==> src/rtl/complete_arbiter_if.sv <==
// Completion arbiter bus: requester-side result handshake plus the registered
// completion ports that feed the ROB and the wakeup bus.
interface complete_arbiter_if #(
  parameter int NUM_REQ   = 4,
  parameter int NUM_PORTS = 2,
  parameter int DATA_W    = 32,
  parameter int PREG_W    = 6,
  parameter int ROB_W     = 4
) ();
  localparam int SRC_W = (NUM_REQ > 1) ? $clog2(NUM_REQ) : 1;

  logic [NUM_REQ-1:0]          req_valid;
  logic [NUM_REQ*DATA_W-1:0]   req_data;
  logic [NUM_REQ*32-1:0]       req_pc;
  logic [NUM_REQ*PREG_W-1:0]   req_preg;
  logic [NUM_REQ*ROB_W-1:0]    req_rob;
  logic [NUM_REQ-1:0]          req_is_store;
  logic [NUM_REQ-1:0]          req_ready;

  logic [NUM_PORTS-1:0]        cmp_valid;
  logic [NUM_PORTS*DATA_W-1:0] cmp_data;
  logic [NUM_PORTS*32-1:0]     cmp_pc;
  logic [NUM_PORTS*PREG_W-1:0] cmp_preg;
  logic [NUM_PORTS*ROB_W-1:0]  cmp_rob;
  logic [NUM_PORTS-1:0]        cmp_is_store;
  logic [NUM_PORTS*SRC_W-1:0]  cmp_src;

  modport master (
    output req_valid, req_data, req_pc, req_preg, req_rob, req_is_store,
    input  req_ready,
    input  cmp_valid, cmp_data, cmp_pc, cmp_preg, cmp_rob, cmp_is_store, cmp_src
  );

  modport slave (
    input  req_valid, req_data, req_pc, req_preg, req_rob, req_is_store,
    output req_ready,
    output cmp_valid, cmp_data, cmp_pc, cmp_preg, cmp_rob, cmp_is_store, cmp_src
  );
endinterface

==> src/rtl/complete_arbiter.sv <==
// Complete-stage arbiter: per-FU skid FIFOs drained round-robin onto up to
// NUM_PORTS registered ROB completion / wakeup ports.
module complete_arbiter #(
  parameter int NUM_REQ   = 4,
  parameter int NUM_PORTS = 2,
  parameter int DATA_W    = 32,
  parameter int PREG_W    = 6,
  parameter int ROB_W     = 4,
  parameter int DEPTH     = 2
) (
  input  logic              clk,
  input  logic              rst,
  input  logic              flush,
  input  logic              cmp_hold,
  complete_arbiter_if.slave bus
);
  localparam int PTR_W = (DEPTH > 1) ? $clog2(DEPTH) : 1;
  localparam int CNT_W = $clog2(DEPTH + 1);
  localparam int SRC_W = (NUM_REQ > 1) ? $clog2(NUM_REQ) : 1;

  typedef struct packed {
    logic [DATA_W-1:0] data;
    logic [31:0]       pc;
    logic [PREG_W-1:0] preg;
    logic [ROB_W-1:0]  rob;
    logic              is_store;
  } entry_t;

  entry_t             mem_r      [NUM_REQ][DEPTH];
  logic [PTR_W-1:0]   wr_ptr_r   [NUM_REQ];
  logic [PTR_W-1:0]   rd_ptr_r   [NUM_REQ];
  logic [CNT_W-1:0]   count_r    [NUM_REQ];
  logic [SRC_W-1:0]   rr_ptr_r;

  logic [NUM_REQ-1:0] ready_s;
  logic [NUM_REQ-1:0] push_s;
  logic [NUM_REQ-1:0] pop_s;
  logic [NUM_REQ-1:0] grant_s;
  entry_t             in_entry_s [NUM_REQ];
  logic [NUM_PORTS-1:0] port_vld_s;
  logic [SRC_W-1:0]   port_src_s  [NUM_PORTS];
  entry_t             port_head_s [NUM_PORTS];
  logic [SRC_W-1:0]   rr_next_s;
  logic               advance_s;

  logic [NUM_PORTS-1:0] cmp_valid_r;
  entry_t             cmp_entry_r [NUM_PORTS];
  logic [SRC_W-1:0]   cmp_src_r   [NUM_PORTS];

  function automatic logic [PTR_W-1:0] ptr_inc(input logic [PTR_W-1:0] p);
    if (p == PTR_W'(DEPTH - 1)) begin
      return PTR_W'(0);
    end else begin
      return p + PTR_W'(1);
    end
  endfunction

  // Ready depends on registered count only: no combinational grant-to-ready path.
  always_comb begin
    advance_s = ~cmp_hold & ~flush;
    for (int i = 0; i < NUM_REQ; i++) begin
      ready_s[i]    = (count_r[i] < CNT_W'(DEPTH));
      push_s[i]     = bus.req_valid[i] & ready_s[i] & ~flush;
      pop_s[i]      = grant_s[i] & advance_s;
      in_entry_s[i] = '{data:     bus.req_data[i*DATA_W +: DATA_W],
                        pc:       bus.req_pc[i*32 +: 32],
                        preg:     bus.req_preg[i*PREG_W +: PREG_W],
                        rob:      bus.req_rob[i*ROB_W +: ROB_W],
                        is_store: bus.req_is_store[i]};
    end
  end

  // Round-robin scan from rr_ptr: the n-th non-empty FIFO found takes port n.
  always_comb begin
    logic [SRC_W-1:0] idx;
    int found;
    grant_s    = '0;
    port_vld_s = '0;
    rr_next_s  = rr_ptr_r;
    found      = 0;
    idx        = SRC_W'(0);
    for (int p = 0; p < NUM_PORTS; p++) begin
      port_src_s[p]  = SRC_W'(0);
      port_head_s[p] = '0;
    end
    for (int k = 0; k < NUM_REQ; k++) begin
      idx = SRC_W'((int'(rr_ptr_r) + k) % NUM_REQ);
      if ((count_r[idx] != CNT_W'(0)) && (found < NUM_PORTS)) begin
        for (int p = 0; p < NUM_PORTS; p++) begin
          if (p == found) begin
            port_vld_s[p]  = 1'b1;
            port_src_s[p]  = idx;
            port_head_s[p] = mem_r[idx][rd_ptr_r[idx]];
          end else begin
          end
        end
        grant_s[idx] = 1'b1;
        rr_next_s    = SRC_W'((int'(idx) + 1) % NUM_REQ);
        found        = found + 1;
      end else begin
      end
    end
  end

  // FIFO pointers, occupancy and round-robin pointer.
  always_ff @(posedge clk or posedge rst) begin
    if (rst) begin
      for (int i = 0; i < NUM_REQ; i++) begin
        wr_ptr_r[i] <= PTR_W'(0);
        rd_ptr_r[i] <= PTR_W'(0);
        count_r[i]  <= CNT_W'(0);
      end
      rr_ptr_r <= SRC_W'(0);
    end else if (flush) begin
      for (int i = 0; i < NUM_REQ; i++) begin
        wr_ptr_r[i] <= PTR_W'(0);
        rd_ptr_r[i] <= PTR_W'(0);
        count_r[i]  <= CNT_W'(0);
      end
      rr_ptr_r <= SRC_W'(0);
    end else begin
      for (int i = 0; i < NUM_REQ; i++) begin
        if (push_s[i]) wr_ptr_r[i] <= ptr_inc(wr_ptr_r[i]);
        if (pop_s[i])  rd_ptr_r[i] <= ptr_inc(rd_ptr_r[i]);
        case ({push_s[i], pop_s[i]})
          2'b10:   count_r[i] <= count_r[i] + CNT_W'(1);
          2'b01:   count_r[i] <= count_r[i] - CNT_W'(1);
          default: count_r[i] <= count_r[i];
        endcase
      end
      if (advance_s && (|grant_s)) rr_ptr_r <= rr_next_s;
    end
  end

  // FIFO storage; contents are meaningless while the matching count is zero.
  always_ff @(posedge clk) begin
    for (int i = 0; i < NUM_REQ; i++) begin
      if (push_s[i]) mem_r[i][wr_ptr_r[i]] <= in_entry_s[i];
    end
  end

  // Completion port registers; ungranted ports drop valid but keep payload.
  always_ff @(posedge clk or posedge rst) begin
    if (rst) begin
      cmp_valid_r <= '0;
      for (int p = 0; p < NUM_PORTS; p++) begin
        cmp_entry_r[p] <= '0;
        cmp_src_r[p]   <= SRC_W'(0);
      end
    end else begin
      for (int p = 0; p < NUM_PORTS; p++) begin
        if (port_vld_s[p] && advance_s) begin
          cmp_valid_r[p] <= 1'b1;
          cmp_entry_r[p] <= port_head_s[p];
          cmp_src_r[p]   <= port_src_s[p];
        end else begin
          cmp_valid_r[p] <= 1'b0;
        end
      end
    end
  end

  // Flatten port registers onto the bus.
  always_comb begin
    bus.req_ready    = ready_s;
    bus.cmp_valid    = cmp_valid_r;
    bus.cmp_data     = '0;
    bus.cmp_pc       = '0;
    bus.cmp_preg     = '0;
    bus.cmp_rob      = '0;
    bus.cmp_is_store = '0;
    bus.cmp_src      = '0;
    for (int p = 0; p < NUM_PORTS; p++) begin
      bus.cmp_data[p*DATA_W +: DATA_W] = cmp_entry_r[p].data;
      bus.cmp_pc[p*32 +: 32]           = cmp_entry_r[p].pc;
      bus.cmp_preg[p*PREG_W +: PREG_W] = cmp_entry_r[p].preg;
      bus.cmp_rob[p*ROB_W +: ROB_W]    = cmp_entry_r[p].rob;
      bus.cmp_is_store[p]              = cmp_entry_r[p].is_store;
      bus.cmp_src[p*SRC_W +: SRC_W]    = cmp_src_r[p];
    end
  end
endmodule

==> src/flat_wrapper.sv <==
// flat-port wrapper written by rule: the top's interface ports become plain ports
module complete_arbiter_flat 
#(
  parameter int NUM_REQ   = 4,
  parameter int NUM_PORTS = 2,
  parameter int DATA_W    = 32,
  parameter int PREG_W    = 6,
  parameter int ROB_W     = 4,
  parameter int DEPTH     = 2
)
  (clk, rst, flush, cmp_hold, bus_req_valid, bus_req_data, bus_req_pc, bus_req_preg, bus_req_rob, bus_req_is_store, bus_req_ready, bus_cmp_valid, bus_cmp_data, bus_cmp_pc, bus_cmp_preg, bus_cmp_rob, bus_cmp_is_store, bus_cmp_src);
  complete_arbiter_if #(.NUM_REQ(NUM_REQ), .NUM_PORTS(NUM_PORTS), .DATA_W(DATA_W), .PREG_W(PREG_W), .ROB_W(ROB_W)) bus_i ();
  input  logic clk;
  input  logic rst;
  input  logic flush;
  input  logic cmp_hold;
  input wire logic [$bits(bus_i.req_valid)-1:0] bus_req_valid;
  input wire logic [$bits(bus_i.req_data)-1:0] bus_req_data;
  input wire logic [$bits(bus_i.req_pc)-1:0] bus_req_pc;
  input wire logic [$bits(bus_i.req_preg)-1:0] bus_req_preg;
  input wire logic [$bits(bus_i.req_rob)-1:0] bus_req_rob;
  input wire logic [$bits(bus_i.req_is_store)-1:0] bus_req_is_store;
  output wire logic [$bits(bus_i.req_ready)-1:0] bus_req_ready;
  output wire logic [$bits(bus_i.cmp_valid)-1:0] bus_cmp_valid;
  output wire logic [$bits(bus_i.cmp_data)-1:0] bus_cmp_data;
  output wire logic [$bits(bus_i.cmp_pc)-1:0] bus_cmp_pc;
  output wire logic [$bits(bus_i.cmp_preg)-1:0] bus_cmp_preg;
  output wire logic [$bits(bus_i.cmp_rob)-1:0] bus_cmp_rob;
  output wire logic [$bits(bus_i.cmp_is_store)-1:0] bus_cmp_is_store;
  output wire logic [$bits(bus_i.cmp_src)-1:0] bus_cmp_src;
  assign bus_i.req_valid = bus_req_valid;
  assign bus_i.req_data = bus_req_data;
  assign bus_i.req_pc = bus_req_pc;
  assign bus_i.req_preg = bus_req_preg;
  assign bus_i.req_rob = bus_req_rob;
  assign bus_i.req_is_store = bus_req_is_store;
  assign bus_req_ready = bus_i.req_ready;
  assign bus_cmp_valid = bus_i.cmp_valid;
  assign bus_cmp_data = bus_i.cmp_data;
  assign bus_cmp_pc = bus_i.cmp_pc;
  assign bus_cmp_preg = bus_i.cmp_preg;
  assign bus_cmp_rob = bus_i.cmp_rob;
  assign bus_cmp_is_store = bus_i.cmp_is_store;
  assign bus_cmp_src = bus_i.cmp_src;
  complete_arbiter #(.NUM_REQ(NUM_REQ), .NUM_PORTS(NUM_PORTS), .DATA_W(DATA_W), .PREG_W(PREG_W), .ROB_W(ROB_W), .DEPTH(DEPTH)) u_core (.clk(clk), .rst(rst), .flush(flush), .cmp_hold(cmp_hold), .bus(bus_i));
endmodule
==> config.mk <==
export PLATFORM = sky130hd
export DESIGN_NAME = complete_arbiter_flat
export DESIGN_NICKNAME = d
export VERILOG_FILES = /design/src/rtl/complete_arbiter_if.sv /design/src/rtl/complete_arbiter.sv /design/src/flat_wrapper.sv
export SDC_FILE = /design/constraint.sdc
export NUM_CORES = 2
export LEC_CHECK = 0
export CAP_MARGIN = 20
export CORE_UTILIZATION = 58
export CTS_CLUSTER_DIAMETER = 40
export CTS_CLUSTER_SIZE = 28
export DETAILED_ROUTE_END_ITERATION = 8
export GPL_ROUTABILITY_DRIVEN = 0
export PLACE_DENSITY_LB_ADDON = 0.05
export SLEW_MARGIN = 20
export SYNTH_ARGS = -nofsm -noshare
export SYNTH_HDL_FRONTEND = slang
export SYNTH_SLANG_ARGS = --single-unit
==> constraint.sdc <==
create_clock -name clk -period 19 [get_ports clk]
set_input_delay 2.85 -clock clk [delete_from_list [all_inputs] [get_ports clk]]
set_output_delay 2.85 -clock clk [all_outputs]
set_load 0.05 [all_outputs]
# After elaboration in Yosys (flattened, before gate mapping)
# Memories as Yosys holds them, arrays and structs flattened.
# Cells that the tools add are included.
[classes]
n_addsub = 24
n_lt_le_gt_ge = 31
n_eq_ne = 11
muxes = 128
bitwise = 30
reduce_logical = 37
[op_table]
columns = ["operator", "count"]
rows = [
  ["75-bit two-way mux", 23],
  ["150-bit two-way mux", 7],
  ["75-bit demux with 1-bit select", 4],
  ["32-bit zero test", 3],
  ["2-bit by 32-bit == test with 1-bit output (first input constant)", 2],
  ["32-bit by 3-bit less-than comparator with 1-bit output (second input constant)", 2],
  ["32-bit two-way mux", 2],
  ["2-bit two-way mux", 24],
  ["1-bit two-way mux", 42],
  ["4-bit two-way mux", 9],
  ["32-bit by 2-bit adder with 32-bit output (second input constant)", 1],
  ["2-bit nonzero test", 13],
  ["2-bit by 1-bit adder with 2-bit output (second input constant)", 8],
  ["2-bit binary-select mux with 2-bit select", 4],
  ["2-bit >= comparator (second input constant)", 8],
  ["1-bit inverter with 2-bit output", 8],
  ["2-bit one-hot mux with 2 select lines", 4],
  ["1-bit logical AND", 14],
  ["1-bit bitwise AND", 13],
  ["3-bit >= comparator (second input constant)", 4],
  ["2-bit by 3-bit less-than comparator with 1-bit output (second input constant)", 4],
  ["2-bit inverter with 3-bit output", 4],
  ["4-bit OR", 3],
  ["3-bit nonzero test", 4],
  ["other kinds (18)", 51],
]
[totals]
regBits = 174
ramBits = 600
inputBits = 308
word_cells = 288
mem_count = 1
[memory_table]
columns = ["memory", "words", "word_bits", "rd", "rd_clocked_by_memory_dff", "wr", "line", "source"]
rows = [
  ["u_core.mem_r", 4, 150, 4, 0, 4, "complete_arbiter.sv:29", "entry_t mem_r [NUM_REQ][DEPTH];"],
]

# Longest topological paths before layout
[depth]
ltp_word = 19
ltp_mapped = 19
depth_no_buf = 11

# Least setup slack after synthesis
# No wires, ideal clock.
[synth_path]
kind = "in2reg"
from = "in flush"
to = "mem u_core.mem_r[0][100] (netlist bit), enable pin"
setup_time_ns = 0.616
arrival_time_ns = 8.741
required_time_ns = 18.384
path_slack_ns = 9.643
cell_stages = 3
path_cell_list = "clkbuf_1 buf_1 nor3b_1"
[synth_rtl]
columns = ["element", "line", "source"]
rows = [
  ["from (decl)", "flat_wrapper.sv:15", "input logic flush;"],
  ["to (decl)", "complete_arbiter.sv:29", ""],
]

# Worst setup path in the final report
[layout_path]
from = "reg u_core.rr_ptr_r[1]"
to = "reg u_core.cmp_entry_r, in the netlist u_core.bus.cmp_pc[61]"
[layout_via]
elab_chain_len = 16
word_cells_on_any_way = 72
classes_between = "5 x add/sub; 3 x order compare; 3 x eq/ne; 45 x mux; 7 x bitwise; 8 x reduce/logical; 1 x memory"
[layout_rtl]
columns = ["element", "line", "source"]
rows = [
  ["from (decl)", "complete_arbiter.sv:33", "logic [SRC_W-1:0] rr_ptr_r;"],
  ["from (signal assigned)", "complete_arbiter.sv:131", "if (advance_s && (|grant_s)) rr_ptr_r <= rr_next_s;"],
  ["2-bit inverter with 3-bit output (not written as such)", "complete_arbiter.sv:88", "if ((count_r[idx] != CNT_W'(0)) && (found < NUM_PORTS)) begin"],
  ["2-bit binary-select mux with 2-bit select", "complete_arbiter.sv:88", ""],
  ["2-bit two-way mux (not written as such) (2 in series)", "complete_arbiter.sv:88", ""],
  ["2-bit nonzero test", "complete_arbiter.sv:88", ""],
  ["1-bit two-way mux", "complete_arbiter.sv:88", ""],
  ["1-bit by 2-bit less-than comparator with 1-bit output", "complete_arbiter.sv:88", ""],
  ["1-bit logical AND", "complete_arbiter.sv:88", ""],
  ["32-bit two-way mux", "complete_arbiter.sv:88", ""],
  ["32-bit by 3-bit less-than comparator with 1-bit output", "complete_arbiter.sv:88", ""],
  ["1-bit logical AND", "complete_arbiter.sv:88", ""],
  ["32-bit two-way mux", "complete_arbiter.sv:88", ""],
  ["32-bit by 3-bit less-than comparator with 1-bit output / 2-bit by 32-bit == test with 1-bit output (equally long branches)", "complete_arbiter.sv:88, complete_arbiter.sv:90", ""],
  ["1-bit logical AND / 1-bit two-way mux (equally long branches)", "complete_arbiter.sv:88, complete_arbiter.sv:90", ""],
  ["2-bit two-way mux", "complete_arbiter.sv:88", ""],
  ["1-bit logical AND", "complete_arbiter.sv:152", "if (port_vld_s[p] && advance_s) begin"],
  ["to (signal, indexed assignment)", "complete_arbiter.sv:154", "cmp_entry_r[p] <= port_head_s[p];"],
  ["to (decl)", "complete_arbiter.sv:47", "entry_t cmp_entry_r [NUM_PORTS];"],
]
# Several ways; a longest one is shown, not always the timed one. The select of a mux whose other input is x is not followed.
# A chain may end at the register's enable or synchronous reset.

==> flow_summary.toml <==
[clock_network]
path_clk_slew_ns = 0.06
tritoncts = "done"
cts-htree-levels = 3
ctsResizeCount = 0
cts_root_buf = "clkbuf_16"
cts_buffers = 120
clock_sinks = 774
postCtsSetupBuffers = 0
cts_max_path_buffers = 3
clk_latency_ns = 0.70
hold_buffers = 0

[setup_path]
reg2reg_to = "u_core.bus.cmp_pc[61]"
rr_startpoint = "u_core.rr_ptr_r[1]"
critical_path_required_ns = 19.50
critical_path_class = "flip-flop to flip-flop"
end_kind = "flip-flop"
worstRegToRegCells = 11
cp.arrival_ns = 7.82
cp-start-kind = "flip-flop"
crit_fanout = 87
reg2reg_setup_slack_ns = 11.68

[place]
io_buffers = 467
preCtsSetupSlack_ns = 11.93
dp_hpwl_mm = 86.9

[final_layout]
final-seq-area_mm2 = 0.0224
fillers = 5274
multi_input_comb_area_mm2 = 0.0228
mostFrequentLayoutCells = "mux2i_1 (681), edfxtp_1 (600), clkdlybuf4s50_1 (467)"
num-nets-final = 3800
utilization = 0.710
final_common_cell = "mux2i_1"
post_route_cells_drive_above_1_share = 0.236
area_growth_pct = 21.0

[power_and_ir_drop]
p_int_mw = 5.58
p_sw_mw = 4.32
clockPowerShare = 0.233
combPwrFrac = 0.521
p_seq_frac = 0.246
sw_frac_of_total = 0.436
ir_worst_vdd_uv = 264
total_power_mw = 9.90
power.density_mw_per_mm2 = 176
p_leak_nw = 20.5

[timing]
slew_headroom = 0.213
final_max_slew_viol_count = 0
rsz0062_at_grt = "no"
tns_ns = 0
finalCritPeriodShare = 0.385
hold_ws_ns = 0.478
postLayoutSetupSlackWorst_ns = 11.68
setup_viol = 0
hold_viol = 0
max_freq_ghz = 0.137
min_period_ns = 7.32
fin_worst_skew_ns = 0.0332
tightest_slew_ns = 1.18

[synthesis]
ys_async_sr_fraction = 0.225
synth_ff_type = "edfxtp_1"
synth.ff_latch_count = 774
ys_warn_count = 0
synth_top_area_frac = 0.388
yosysSeqAreaShare = 0.482
ys_types = 47
syn_nets = 3458
syn_area_mm2 = 0.0464
avgSynthCellArea_um2 = 14.8
synth_area_leaders = "edfxtp_1 (39%), mux4_2 (22%), mux2i_1 (15%)"
syn-instance-count = 3139
synth_edf_count = 600
synth_top_cell_by_area = "edfxtp_1"

[global_route]
grt_pass1_vias = 35200
antenna_found_initial = 35
grt_start_max_net_pins = 155
grt_pass1_wl_mm = 224
grt.total_usage = 0.375
overflow = 0

[route]
drt_wl_total_mm = 153
via_per_inst = 7.32
routedWlPerCell_um = 32.9
drc = 0
initialDrtViolationCount = 4454
firstDrtPassIters = 6
vias = 34200
ant_nets = 0

[hold_path]
hp-class = "flip-flop to flip-flop"
min_from = "u_core.bus.cmp_pc[48]"
whs_path_depth = 2
worstHoldEndpoint = "u_core.bus.cmp_pc[48]"

[floorplanning]
start_util = 0.586
fp-row-count = 103
dieHeight_um = 285
die_w_um = 285
coreArea_mm2 = 0.0791
die_area_mm2 = 0.0811
io_pins = 468

[outcome]
outcome = "completed"

[job]
drv_cap = 0
-- sequential cells by signal (all words and copies together) (netlist names) --
name,cells
u_core.bus.cmp_data,64
u_core.bus.cmp_is_store,2
u_core.bus.cmp_pc,64
u_core.bus.cmp_preg,12
u_core.bus.cmp_rob,8
u_core.bus.cmp_src,4
u_core.bus.cmp_valid,2
u_core.count_r,8
u_core.mem_r,600
u_core.rd_ptr_r,4
u_core.rr_ptr_r,2
u_core.wr_ptr_r,4
-- worst max-delay path by stage --
stage	endpoint	slack, ns	from
floorplan	u_core.mem_r[0][100]	9.64	flush
global placement	u_core.bus.cmp_src[2]	12.11	u_core.rr_ptr_r[1]
detailed placement	u_core.bus.cmp_pc[61]	11.93	u_core.rr_ptr_r[1]
CTS	u_core.bus.cmp_pc[61]	11.89	u_core.rr_ptr_r[1]
global route	u_core.bus.cmp_data[63]	11.49	u_core.rr_ptr_r[1]
finish	u_core.bus.cmp_pc[61]	11.68	u_core.rr_ptr_r[1]
-- per-stage QoR --
step | area (µm²) | instances
6_report | 56200 | 4669
3_5_place_dp | 51800 | 4409
5_1_grt | 56200 | 4665
3_3_place_gp | 51800 | 4409
2_1_floorplan | 46400 | 3139
4_1_cts | 56100 | 4637
-- power groups by stage --
stage               sequential, mW  clock (mW)  combinational, mW
global route                  2.45        2.39               5.40
CTS                           2.42        2.32               5.07
global placement              2.44           0               4.95
finish                        2.44        2.30               5.16
detailed placement            2.45           0               5.05
floorplan                     2.74           0               3.25
-- cell usage after synthesis, types with 13 or more instances --
cell / number
dfrtp_1: 174
nor2_1: 33
nand3_1: 13
edfxtp_1: 600
mux2_2: 77
mux4_2: 457
o22ai_1: 152
o21ai_0: 179
buf_1: 30
nand2_1: 165
o21ai_1: 121
mux2i_1: 683
clkbuf_1: 186
o221ai_1: 76
buf_2: 78
-- cells by family after synthesis --
family	after synthesis	synth area share
DFF	774	0.482
buffers and inverters	317	0.0293
muxes	1217	0.388
and+or+nand+nor	235	0.0209
xor gates and xnor gates	16	0.00302
adders and majority gates	11	0.00297
AOI/OAI and AO/OA	569	0.0739
-- layout make-up --
cell class	instances	area share
antenna	32	0.00143
inverter	14	0.00145
clock buffer	134	0.0560
sequential	774	0.399
clock inverter	94	0.0209
multi-input combinational	2048	0.406
timing repair buffer	523	0.0919
tap	1050	0.0234
-- critical path, cell delays in order (launching register included) --
cell and delay [ns]:
dfrtp_4 1.13, inv_6 0.38, ha_4 0.77, mux4_2 0.57, inv_1 0.24, ha_1 0.27
nand3_4 0.69, buf_4 0.68, o21ai_0 0.26, a211o_4 0.68, buf_4 0.93, o21ai_0 0.27
-- per-layer routing --
| layer | share of wire | up-vias | wire length, µm | GRT usage |
|---|---|---|---|---|
| met3 | 0.11 | 557 | 16900 | 0.0855 |
| met5 | 0.00041 | - | 63 | 0 |
| met4 | 0.055 | 10 | 8410 | 0.222 |
| met2 | 0.48 | 2568 | 73200 | 0.593 |
| li1 | - | 13700 | - | - |
| met1 | 0.36 | 17300 | 54900 | 0.478 |
No activity file was read; power rests on OpenSTA's default activity.
